==> src/rtl/level_ram_if.sv <==
// Controller-side bus of the level RAM: access request signals and the status/read-back returned by the RAM.
interface level_ram_if;
  logic [7:0] address_in;
  logic [7:0] data_in;
  logic       r_w;
  logic       clear_req;
  logic [7:0] data_out;
  logic       busy;
  logic       oob;
  logic [7:0] wr_count;
  logic [7:0] max_level;

  modport master (
    output address_in, data_in, r_w, clear_req,
    input  data_out, busy, oob, wr_count, max_level
  );

  modport slave (
    input  address_in, data_in, r_w, clear_req,
    output data_out, busy, oob, wr_count, max_level
  );
endinterface

==> src/rtl/level_ram.sv <==
// Level RAM: self-clearing 8-bit store with registered reads, out-of-range flagging and a saturating write counter.
// Max-level tracking is built only when LEVEL_RAM_MAX_TRACK_EN is defined; otherwise max_level is tied to zero.
module level_ram #(
  parameter int DEPTH = 8
) (
  input logic      clk,
  input logic      reset,
  level_ram_if.slave bus
);
  localparam int IDX_W = $clog2(DEPTH);

  typedef enum logic {CLEAR, SERVE} state_t;

  state_t           state;
  state_t           state_next;
  logic [IDX_W-1:0] index;
  logic [7:0]       mem [DEPTH];
  logic [IDX_W-1:0] addr_idx;
  logic             in_range;
  logic             last_clear;
  logic             serve_access;
  logic             wr_accept;
  logic             busy_o;
  logic [7:0]       data_out_q;
  logic             oob_q;
  logic [7:0]       wr_count_q;

  // Addresses are 8 bits wide but DEPTH may be 256, so compare in 9 bits.
  assign in_range     = ({1'b0, bus.address_in} < 9'(DEPTH));
  assign addr_idx     = bus.address_in[IDX_W-1:0];
  assign last_clear   = (index == IDX_W'(DEPTH - 1));
  assign serve_access = (state == SERVE) && !bus.clear_req && !reset;
  assign wr_accept    = serve_access && bus.r_w && in_range;

  always_ff @(posedge clk) begin
    if (reset) begin
      state <= CLEAR;
    end else begin
      state <= state_next;
    end
  end

  always_comb begin
    state_next = state;
    case (state)
      CLEAR:   if (!bus.clear_req && last_clear) state_next = SERVE;
      SERVE:   if (bus.clear_req) state_next = CLEAR;
      default: state_next = CLEAR;
    endcase
  end

  always_comb begin
    busy_o = 1'b0;
    if (state == CLEAR) busy_o = 1'b1;
  end

  always_ff @(posedge clk) begin
    if (reset || bus.clear_req) begin
      index <= '0;
    end else if (state == CLEAR) begin
      index <= index + IDX_W'(1);
    end
  end

  // Storage has no reset; the clear walk zeroes it before any access is served.
  always_ff @(posedge clk) begin
    if (state == CLEAR) begin
      mem[index] <= 8'h00;
    end else if (wr_accept) begin
      mem[addr_idx] <= bus.data_in;
    end
  end

  always_ff @(posedge clk) begin
    if (reset) begin
      data_out_q <= 8'h00;
      oob_q      <= 1'b0;
      wr_count_q <= 8'h00;
    end else begin
      oob_q <= serve_access && !in_range;
      if (bus.clear_req) begin
        wr_count_q <= 8'h00;
      end else if (wr_accept && (wr_count_q != 8'hFF)) begin
        wr_count_q <= wr_count_q + 8'd1;
      end
      if (serve_access && !bus.r_w) begin
        data_out_q <= in_range ? mem[addr_idx] : 8'h00;
      end
    end
  end

  assign bus.data_out = data_out_q;
  assign bus.oob      = oob_q;
  assign bus.wr_count = wr_count_q;
  assign bus.busy     = busy_o;

`ifdef LEVEL_RAM_MAX_TRACK_EN
  logic [7:0] max_q;

  always_ff @(posedge clk) begin
    if (reset || bus.clear_req) begin
      max_q <= 8'h00;
    end else if (wr_accept && (bus.data_in > max_q)) begin
      max_q <= bus.data_in;
    end
  end

  assign bus.max_level = max_q;
`else
  assign bus.max_level = 8'h00;
`endif
endmodule

==> src/flat_wrapper.sv <==
// flat-port wrapper written by rule: the top's interface ports become plain ports
module level_ram_flat 
#(
  parameter int DEPTH = 8
)
  (clk, reset, bus_address_in, bus_data_in, bus_r_w, bus_clear_req, bus_data_out, bus_busy, bus_oob, bus_wr_count, bus_max_level);
  level_ram_if bus_i ();
  input logic clk;
  input logic reset;
  input wire logic [$bits(bus_i.address_in)-1:0] bus_address_in;
  input wire logic [$bits(bus_i.data_in)-1:0] bus_data_in;
  input wire logic [$bits(bus_i.r_w)-1:0] bus_r_w;
  input wire logic [$bits(bus_i.clear_req)-1:0] bus_clear_req;
  output wire logic [$bits(bus_i.data_out)-1:0] bus_data_out;
  output wire logic [$bits(bus_i.busy)-1:0] bus_busy;
  output wire logic [$bits(bus_i.oob)-1:0] bus_oob;
  output wire logic [$bits(bus_i.wr_count)-1:0] bus_wr_count;
  output wire logic [$bits(bus_i.max_level)-1:0] bus_max_level;
  assign bus_i.address_in = bus_address_in;
  assign bus_i.data_in = bus_data_in;
  assign bus_i.r_w = bus_r_w;
  assign bus_i.clear_req = bus_clear_req;
  assign bus_data_out = bus_i.data_out;
  assign bus_busy = bus_i.busy;
  assign bus_oob = bus_i.oob;
  assign bus_wr_count = bus_i.wr_count;
  assign bus_max_level = bus_i.max_level;
  level_ram #(.DEPTH(DEPTH)) u_core (.clk(clk), .reset(reset), .bus(bus_i));
endmodule
==> config.mk <==
export PLATFORM = sky130hd
export DESIGN_NAME = level_ram_flat
export DESIGN_NICKNAME = d
export VERILOG_FILES = /design/src/rtl/level_ram_if.sv /design/src/rtl/level_ram.sv /design/src/flat_wrapper.sv
export SDC_FILE = /design/constraint.sdc
export NUM_CORES = 1
export LEC_CHECK = 0
export ABC_AREA = 1
export CAP_MARGIN = 10
export CORE_UTILIZATION = 30
export CTS_BUF_LIST = sky130_fd_sc_hd__clkbuf_4 sky130_fd_sc_hd__clkbuf_8
export DETAILED_ROUTE_END_ITERATION = 10
export MAX_ROUTING_LAYER = met4
export PLACE_DENSITY = 0.6
export SETUP_SLACK_MARGIN = 0.4
export SYNTH_ARGS = -nofsm -noshare
export SYNTH_HDL_FRONTEND = slang
export SYNTH_SLANG_ARGS = --single-unit
==> constraint.sdc <==
create_clock -name clk -period 5.9 [get_ports clk]
set_clock_uncertainty 0.15 [all_clocks]
set_input_delay 1.18 -clock clk [delete_from_list [all_inputs] [get_ports clk]]
set_output_delay 1.18 -clock clk [all_outputs]
set_load 0.01 [all_outputs]
Word-level counts from Yosys, hierarchy flattened:

Memory sizes are Yosys's and may differ from the RTL's.
Index checks and enable logic that the tools add are counted.

* register bits: 21
* bits in writable memories: 64
* input port bits: 20
* output and inout port bits: 26
* logic and storage cells: 38
* memories: 1

Memory list
* u_core.mem: words 8, width 8, read ports 1, clocked after memory_dff 0, wr ports 1, RTL line level_ram.sv:17 `logic [7:0] mem [DEPTH];`

* $add $sub $neg: 2
* $lt $le $gt $ge: 1
* equal/unequal tests: 2
* multiplexer cells: 11
* bitwise operators: 1
* reduce and logical (&&, ||, !) cells: 15

Operator list (number)
* two-way mux 8 bit: 2
* adder 8 x 1 -> 8 bit (second input constant): 1
* logical AND 1 bit: 8
* less-than comparator 8 x 4 -> 1 bit (second input constant): 1
* inequality test 8 bit (second input constant): 1
* OR reduction 8 bit: 1
* two-way mux 1 bit: 7
* logical NOT 1 bit: 4
* adder 3 x 1 -> 3 bit (second input constant): 1
* equality test 3 bit (second input constant): 1
* two-way mux 3 bit: 1
* one-hot mux 1 bit (2 select lines): 1
* OR reduction 2 bit: 1
* logical OR 1 bit: 1
* inverter 1 bit: 1

Longest topological paths before layout:

Gate-level depths: netlist of the first run.

* word-level depth: 10
* depth in mapped cells: 10
* depth with buffers taken out: 8

Worst setup path after synthesis of the first run:

OpenSTA, ideal clock, no wires.

* kind: input to register
* start point: input port reset
* end point: memory u_core.mem[1][0], enable pin
* setup time: 0.370 ns
* arrival: 2.339 ns
* required time: 5.380 ns
* slack: 3.041 ns
* cell stages on the path: 9
* buffers on the path: 2
* cells stage by stage: buf_6 -> nor2_8 -> nand3_4 -> inv_2 -> nand2_4 -> buf_6 -> nand2_4 -> nand3_4 -> nor2_1

* cells in the longest elaborated chain, start to end: 9
* elaborated cells on any way between the ends: 10
* classes of those cells: mux (5); reduce/logical (5)

Ends and longest elaborated chain
* start, declared: RTL line flat_wrapper.sv:9 `input logic reset;`
* logical NOT 1 bit *: RTL line level_ram.sv:32 `assign serve_access = (state == SERVE) && !bus.clear_req && !reset;`
* logical AND 1 bit *: RTL line level_ram.sv:32
* logical AND 1 bit * (2 in series): RTL line level_ram.sv:33 `assign wr_accept = serve_access && bus.r_w && in_range;`
* two-way mux 1 bit *: RTL line level_ram.sv:69 `end else if (wr_accept) begin`
* two-way mux 1 bit *: RTL line level_ram.sv:67 `if (state == CLEAR) begin`
* two-way mux 1 bit (implied by the code) *: RTL line level_ram.sv:70 `mem[addr_idx] <= bus.data_in;`
* OR reduction 8 bit (no line)
* two-way mux 3 bit (no line) or two-way mux 1 bit (tied branches)
* end, declared: RTL line level_ram.sv:17

Every way passes the cells marked *; elsewhere a longest branch is shown, timed or not.

Worst setup path after layout of the first run:

* start point: input port reset
* end point: memory u_core.mem[1][6], enable pin

Same word-level chain as after synthesis.

==> results of run 1 <==
-- power groups by stage --
stage / combinational [mW] / clock [mW] / sequential (mW)
after floorplan: 0.0491 / 0 / 0.659
after global placement: 0.0703 / 0 / 0.660
after detailed placement: 0.0707 / 0 / 0.660
after CTS: 0.0712 / 0.539 / 0.646
after global routing: 0.0797 / 0.565 / 0.647
final: 0.0708 / 0.531 / 0.646
-- worst max-delay path, cell delays in order --
cell             delay, ns
clkdlybuf4s50_1       0.67
nor2_8                0.26
nand3_4               0.13
nor2_8                0.22
nand2_1               0.09
o21ai_1               0.11
nand2_1               0.10
nor2_1                0.58
-- area by class of cell --
class / count / area (um^2) / share of cell area, %
sequential: 85 / 2340 / 50.3
tap: 172 / 215 / 4.62
clock inverter: 7 / 138 / 2.96
multi-input combinational: 266 / 1280 / 27.4
timing repair buffer: 40 / 393 / 8.44
clock buffer: 9 / 124 / 2.66
inverter: 44 / 165 / 3.55
-- sequential cells by signal, indices dropped and copies added, names as in the netlist --
register,count
u_core.state,1
u_core.bus.wr_count,8
u_core.bus.data_out,8
u_core.index,3
u_core.mem,64
u_core.bus.oob,1
-- metal layers --
layer  routed length (um)  vias up  part of all wire [%]  track usage, %
met5                    0        -                     0               -
met4                  210        0                   2.3            8.55
met3                  467       16                   5.0            2.35
met2                 4370       99                    47            22.9
met1                 4210     1318                    45            19.9
li1                     -     1388                     -               -
-- cell usage after synthesis (3+ instances only) --
cell type,n,share of area (%)
clkinv_1,3,0.29
nand2_1,121,12
buf_4,8,1.5
nor2_1,34,3.3
nand2_2,3,0.48
edfxtp_1,64,49
buf_2,8,1.0
inv_1,39,3.8
clkbuf_1,4,0.39
or2_2,6,0.96
ha_1,3,0.96
o21ai_1,3,0.39
dfxtp_1,21,11
a21oi_1,19,2.4
nand3_1,47,6.0
-- stage by stage --
step                hold slack, ns  power, mW  util [%]  area, um^2
detailed placement           0.314      0.731      34.8        4390
global placement             0.313      0.730      34.8        4390
global route                 0.341       1.29      36.9        4650
finish                       0.327       1.25      36.9        4650
CTS                          0.327       1.26      36.9        4650
floorplan                    0.316      0.708         -        3920
-- how the worst max path moves through the flow --
| stage | end | startpoint |
|---|---|---|
| finish | u_core.mem[1][6] | reset |
| global route | u_core.mem[7][6] | reset |
| CTS | u_core.mem[7][6] | reset |
| detailed placement | u_core.mem[7][5] | reset |
| global placement | u_core.mem[7][3] | reset |
| floorplan | u_core.mem[1][0] | reset |
-- placed cells by master (no fill, tap or decap), drive strengths merged --
| cell type | n |
|---|---|
| a21oi | 19 |
| buf | 3 |
| bufinv | 4 |
| clkbuf | 9 |
| clkdlybuf4s50 | 37 |
| clkinv | 5 |
| clkinvlp | 1 |
| conb | 8 |
| dfxtp | 21 |
| edfxtp | 64 |
| ha | 3 |
| inv | 41 |
| nand2 | 126 |
| nand3 | 50 |
| nand3b | 2 |
| nand4 | 1 |
| nor2 | 39 |
| nor3 | 1 |
| o21a | 1 |
| o21ai | 5 |
| or2 | 7 |
| xnor2 | 2 |
| xor2 | 2 |
-- cell families (layout without fill, tap and decap cells) --
kind of cell | count (synthesis) | count (layout) | share of synthesized area (%)
compound gates | 25 | 25 | 3.28
xor+xnor | 4 | 4 | 0.900
fa+ha+maj | 3 | 3 | 0.964
buf+inv | 66 | 100 | 7.77
flops | 85 | 85 | 60.1
other cells | 1 | 8 | 0.0963
simple gates | 226 | 226 | 26.9
==> impl_metrics.toml, run 1 <==
[timing]
tightest_slew_ns = 0.748
setup_violations = 0
hold_viol = 0
worst_slack_ns = 2.41
period_share_pct = 59.1
fin_tns_setup_ns = 0
rsz0062_at_grt = "false"
drv_slew = 0
timing.fmax_mhz = 287
relSlewSlack_pct = 50.0
fin_crit_ns = 3.49

[clock_network]
cts_root_buf = "clkbuf_8"
clock_sinks = 85
path_clk_slew_ns = 0.08
cts_buffer_depth = 2
cts_resized = 0
cts_tree = "built"
clk_latency_ns = 0.37
hold_buffers = 0
cts_setup_buffers = 0
htreeDepth = 3
cts_buffers = 9

[detailed_routing]
drc = 0
firstDrtPassIters = 5
detail_route.wl_per_cell_um = 14.9
wl_um = 9260
viasPerCell = 4.53
via_count = 2821
ant_nets = 0
drtIter0Drc = 244

[power]
ir_worst_vdd_mv = 0.0944
power.internal_uw = 993
sw_frac_of_total_pct = 20.5
p_sw_uw = 255
seq_power_share_pct = 51.8
power.density_nw_per_um2 = 268
pwr-share-clk_pct = 42.5
power_leakage_nw = 1.85
power_frac_comb_pct = 5.7

[finish]
nFillCells = 1294
final_cells = 623
nets = 469
syn_to_final_growth_pct = 19.5
drive_above_1_share_pct = 9.31
diodes = 0

[worst_setup_path]
critPathArrivalTime_ns = 3.33
regToRegSetupSlack_ns = 3.48
rr_worst_depth = 6
required_ns = 5.74
r2r-end = "u_core.mem[1][6]"
cp-end-kind = "flop"
critPathKind = "in -> reg"
critPathMaxFanout = 10
start_kind = "primary input"
reg2reg_from = "u_core.state"

[yosys]
ys_seq_area_share_pct = 60.1
synth_seq_cells = 85
syn_avg_cell_area_um2 = 9.50
async_flop_share_pct = 0
ys_types = 33
syn_area_um2 = 3890
synth_top_flop_cell = "edfxtp_1"
synth.yosys.warnings = 0
synth_edf_count = 64
syn_inst = 410

[job]
maxCapViolCount = 0

[global_routing]
grt_pass1_vias = 2716
antenna_found_initial = 0
grt_start_max_net_pins = 34
grt_pass1_wl_um = 14500
track_usage_pct = 15.3
overflow = 0

[floorplan]
dieHeight_um = 116
dieWidth_um = 116
dieArea_um2 = 13400
rows = 41
coreArea_um2 = 12600
start_util_pct = 30.9
io_pins = 46

[place]
dp_hpwl_um = 6520
place_ws_ns = 1.98
post-place-cells = 607
portBuffers = 37
gp_congestion = 0.861

[hold_path]
hold_depth = 2
hold_class = "reg -> reg"
hp-start = "u_core.bus.data_out[0]"
holdPathEnd = "u_core.bus.data_out[0]"

[run_status]
status = "completed"
Power figures use the tool's default switching activity.
==> inputs of run 2 (changes only) <==
--- a/config.mk
+++ b/config.mk
@@ -11,7 +11,7 @@
 export CTS_BUF_LIST = sky130_fd_sc_hd__clkbuf_4 sky130_fd_sc_hd__clkbuf_8
 export DETAILED_ROUTE_END_ITERATION = 10
 export MAX_ROUTING_LAYER = met4
-export PLACE_DENSITY = 0.6
+export PLACE_DENSITY = 0.62
 export SETUP_SLACK_MARGIN = 0.4
 export SYNTH_ARGS = -nofsm -noshare
 export SYNTH_HDL_FRONTEND = slang
==> constraint.sdc (replaced) <==
create_clock -name clk -period 3.09 [get_ports clk]
set_clock_uncertainty 0.15 [all_clocks]
set_input_delay 0.618 -clock clk [delete_from_list [all_inputs] [get_ports clk]]
set_output_delay 0.618 -clock clk [all_outputs]
set_load 0.01 [all_outputs]
==> run 2 against run 1 <==
Critical path depth down 6. Sequential share of layout area decreased by 0.72 points. Die area unchanged. Combinational power increased by 100%. Wire length down 3.9%. Clock power up 29%. Via count decreased by 0.57%. Final cell count rose by 3.4%. Core utilization up 0.54 points. Sequential power is 90% higher.
==> impl_metrics.toml, run 2 (same netlist as run 1, synthesis figures left out) <==
[detailed_routing]
viasPerCell = 4.36
ant_nets = 0
via_count = 2805
drtIter0Drc = 173
drc = 0
wl_um = 8900
detail_route.wl_per_cell_um = 13.8
firstDrtPassIters = 4

[floorplan]
rows = 41
dieWidth_um = 116
coreArea_um2 = 12600
dieHeight_um = 116
start_util_pct = 30.9
io_pins = 46
dieArea_um2 = 13400

[clock_network]
cts_root_buf = "clkbuf_8"
cts_buffers = 9
clock_sinks = 85
clk_latency_ns = 0.35
cts_resized = 0
cts_buffer_depth = 2
htreeDepth = 3
hold_buffers = 0
path_clk_slew_ns = 0.09
cts_tree = "built"
cts_setup_buffers = 0

[worst_setup_path]
cp-end-kind = "primary output"
critPathArrivalTime_ns = 1.66
crit_start = "u_core.state"
reg2reg_from = "u_core.state"
rr_worst_depth = 7
r2r-end = "u_core.mem[2][1]"
critPathMaxFanout = 10
start_kind = "flop"
critPathKind = "reg -> out"
regToRegSetupSlack_ns = 1.05
required_ns = 2.32

[timing]
rsz0062_at_grt = "false"
hold_viol = 0
setup_violations = 0
period_share_pct = 78.7
fin_crit_ns = 2.43
drv_slew = 0
timing.fmax_mhz = 411
fin_tns_setup_ns = 0

[finish]
drive_above_1_share_pct = 13.1
layout_commonest_cell = "nand2_1"
syn_to_final_growth_pct = 21.2
nets = 490
largest_reg_flops = 64
regMostFlops = "u_core.mem"
diodes = 0
fin_area_um2 = 4720
final_cell_mix = "nand2_1 (121), edfxtp_1 (64), nand3_1 (47), inv_1 (39), clkdlybuf4s50_1 (37)"

[global_routing]
overflow = 0
grt_pass1_wl_um = 13800
track_usage_pct = 14.5
antenna_found_initial = 0
grt_pass1_vias = 2658
grt_start_max_net_pins = 33

[power]
ir_worst_vdd_mv = 0.198
power_leakage_nw = 1.91
power.density_nw_per_um2 = 436

[job]
maxCapViolCount = 0

[hold_path]
hold_depth = 2
hold_class = "reg -> reg"
holdPathEnd = "u_core.bus.data_out[6]"
hp-start = "u_core.bus.data_out[6]"

[place]
portBuffers = 37
dp_hpwl_um = 6420
dpl_cell_area_um2 = 4550
gp_congestion = 0.951

[run_status]
status = "completed"
==> run 2: cell types whose count changed in the layout (fill, tap and decap cells not counted) <==
cell        change
buf_4          +21
bufinv_16       -4
clkbuf_4        +1
clkinv_1        +1
clkinv_2        -1
clkinv_4        +1
clkinvlp_4      +2
==> run 2: through the flow <==
stage | hold WS [ns] | total power, mW | util (%) | setup WS [ns] | instances
5_1_grt | 0.349 | 2.13 | 37.4 | 0.583 | 644
2_1_floorplan | 0.316 | 1.35 | - | 0.793 | 417
4_1_cts | 0.328 | 2.07 | 37.4 | 0.648 | 644
3_3_place_gp | 0.313 | 1.40 | 36.1 | 0.420 | 628
6_report | 0.328 | 2.06 | 37.4 | 0.659 | 644
3_5_place_dp | 0.314 | 1.40 | 36.1 | 0.396 | 628
==> run 2: worst max-delay path by stage <==
stage,depth (start not counted),slack (ns),endpoint
5_1_grt,2,0.58,bus_busy
3_5_place_dp,9,0.40,u_core.mem[4][3]
6_report,2,0.66,bus_busy
2_1_floorplan,9,0.79,u_core.mem[1][0]
3_3_place_gp,10,0.42,u_core.mem[4][4]
4_1_cts,2,0.65,bus_busy
==> run 2: routing by layer <==
metal | wire (um) | global-route usage [%] | vias up | part of all wire, %
li1 | - | - | 1430 | -
met1 | 4050 | 18.4 | 1301 | 45
met2 | 4440 | 23.0 | 70 | 50
met3 | 344 | 2.35 | 4 | 3.9
met4 | 68 | 6.15 | 0 | 0.76
met5 | 0 | - | - | 0
==> run 2: critical path, stage by stage, from the launching register on <==
cell             delay [ns]
dfxtp_1                0.61
inv_1                  0.18
clkdlybuf4s50_1        0.52
==> run 2: layout make-up <==
type                            count  area (um^2)
Clock buffer                       10          131
Timing Repair Buffer               61          551
Multi-Input combinational cell    266         1280
Sequential cell                    85         2340
Clock inverter                      6         40.0
Fill cell                        1268         7900
Tap cell                          172          215
Inverter                           44          165
==> run 2: where the power goes <==
part           total [mW]  internal (mW)  switching, mW
logic               0.142         0.0571         0.0846
clock network       0.685          0.298          0.387
registers            1.23           1.23        0.00420
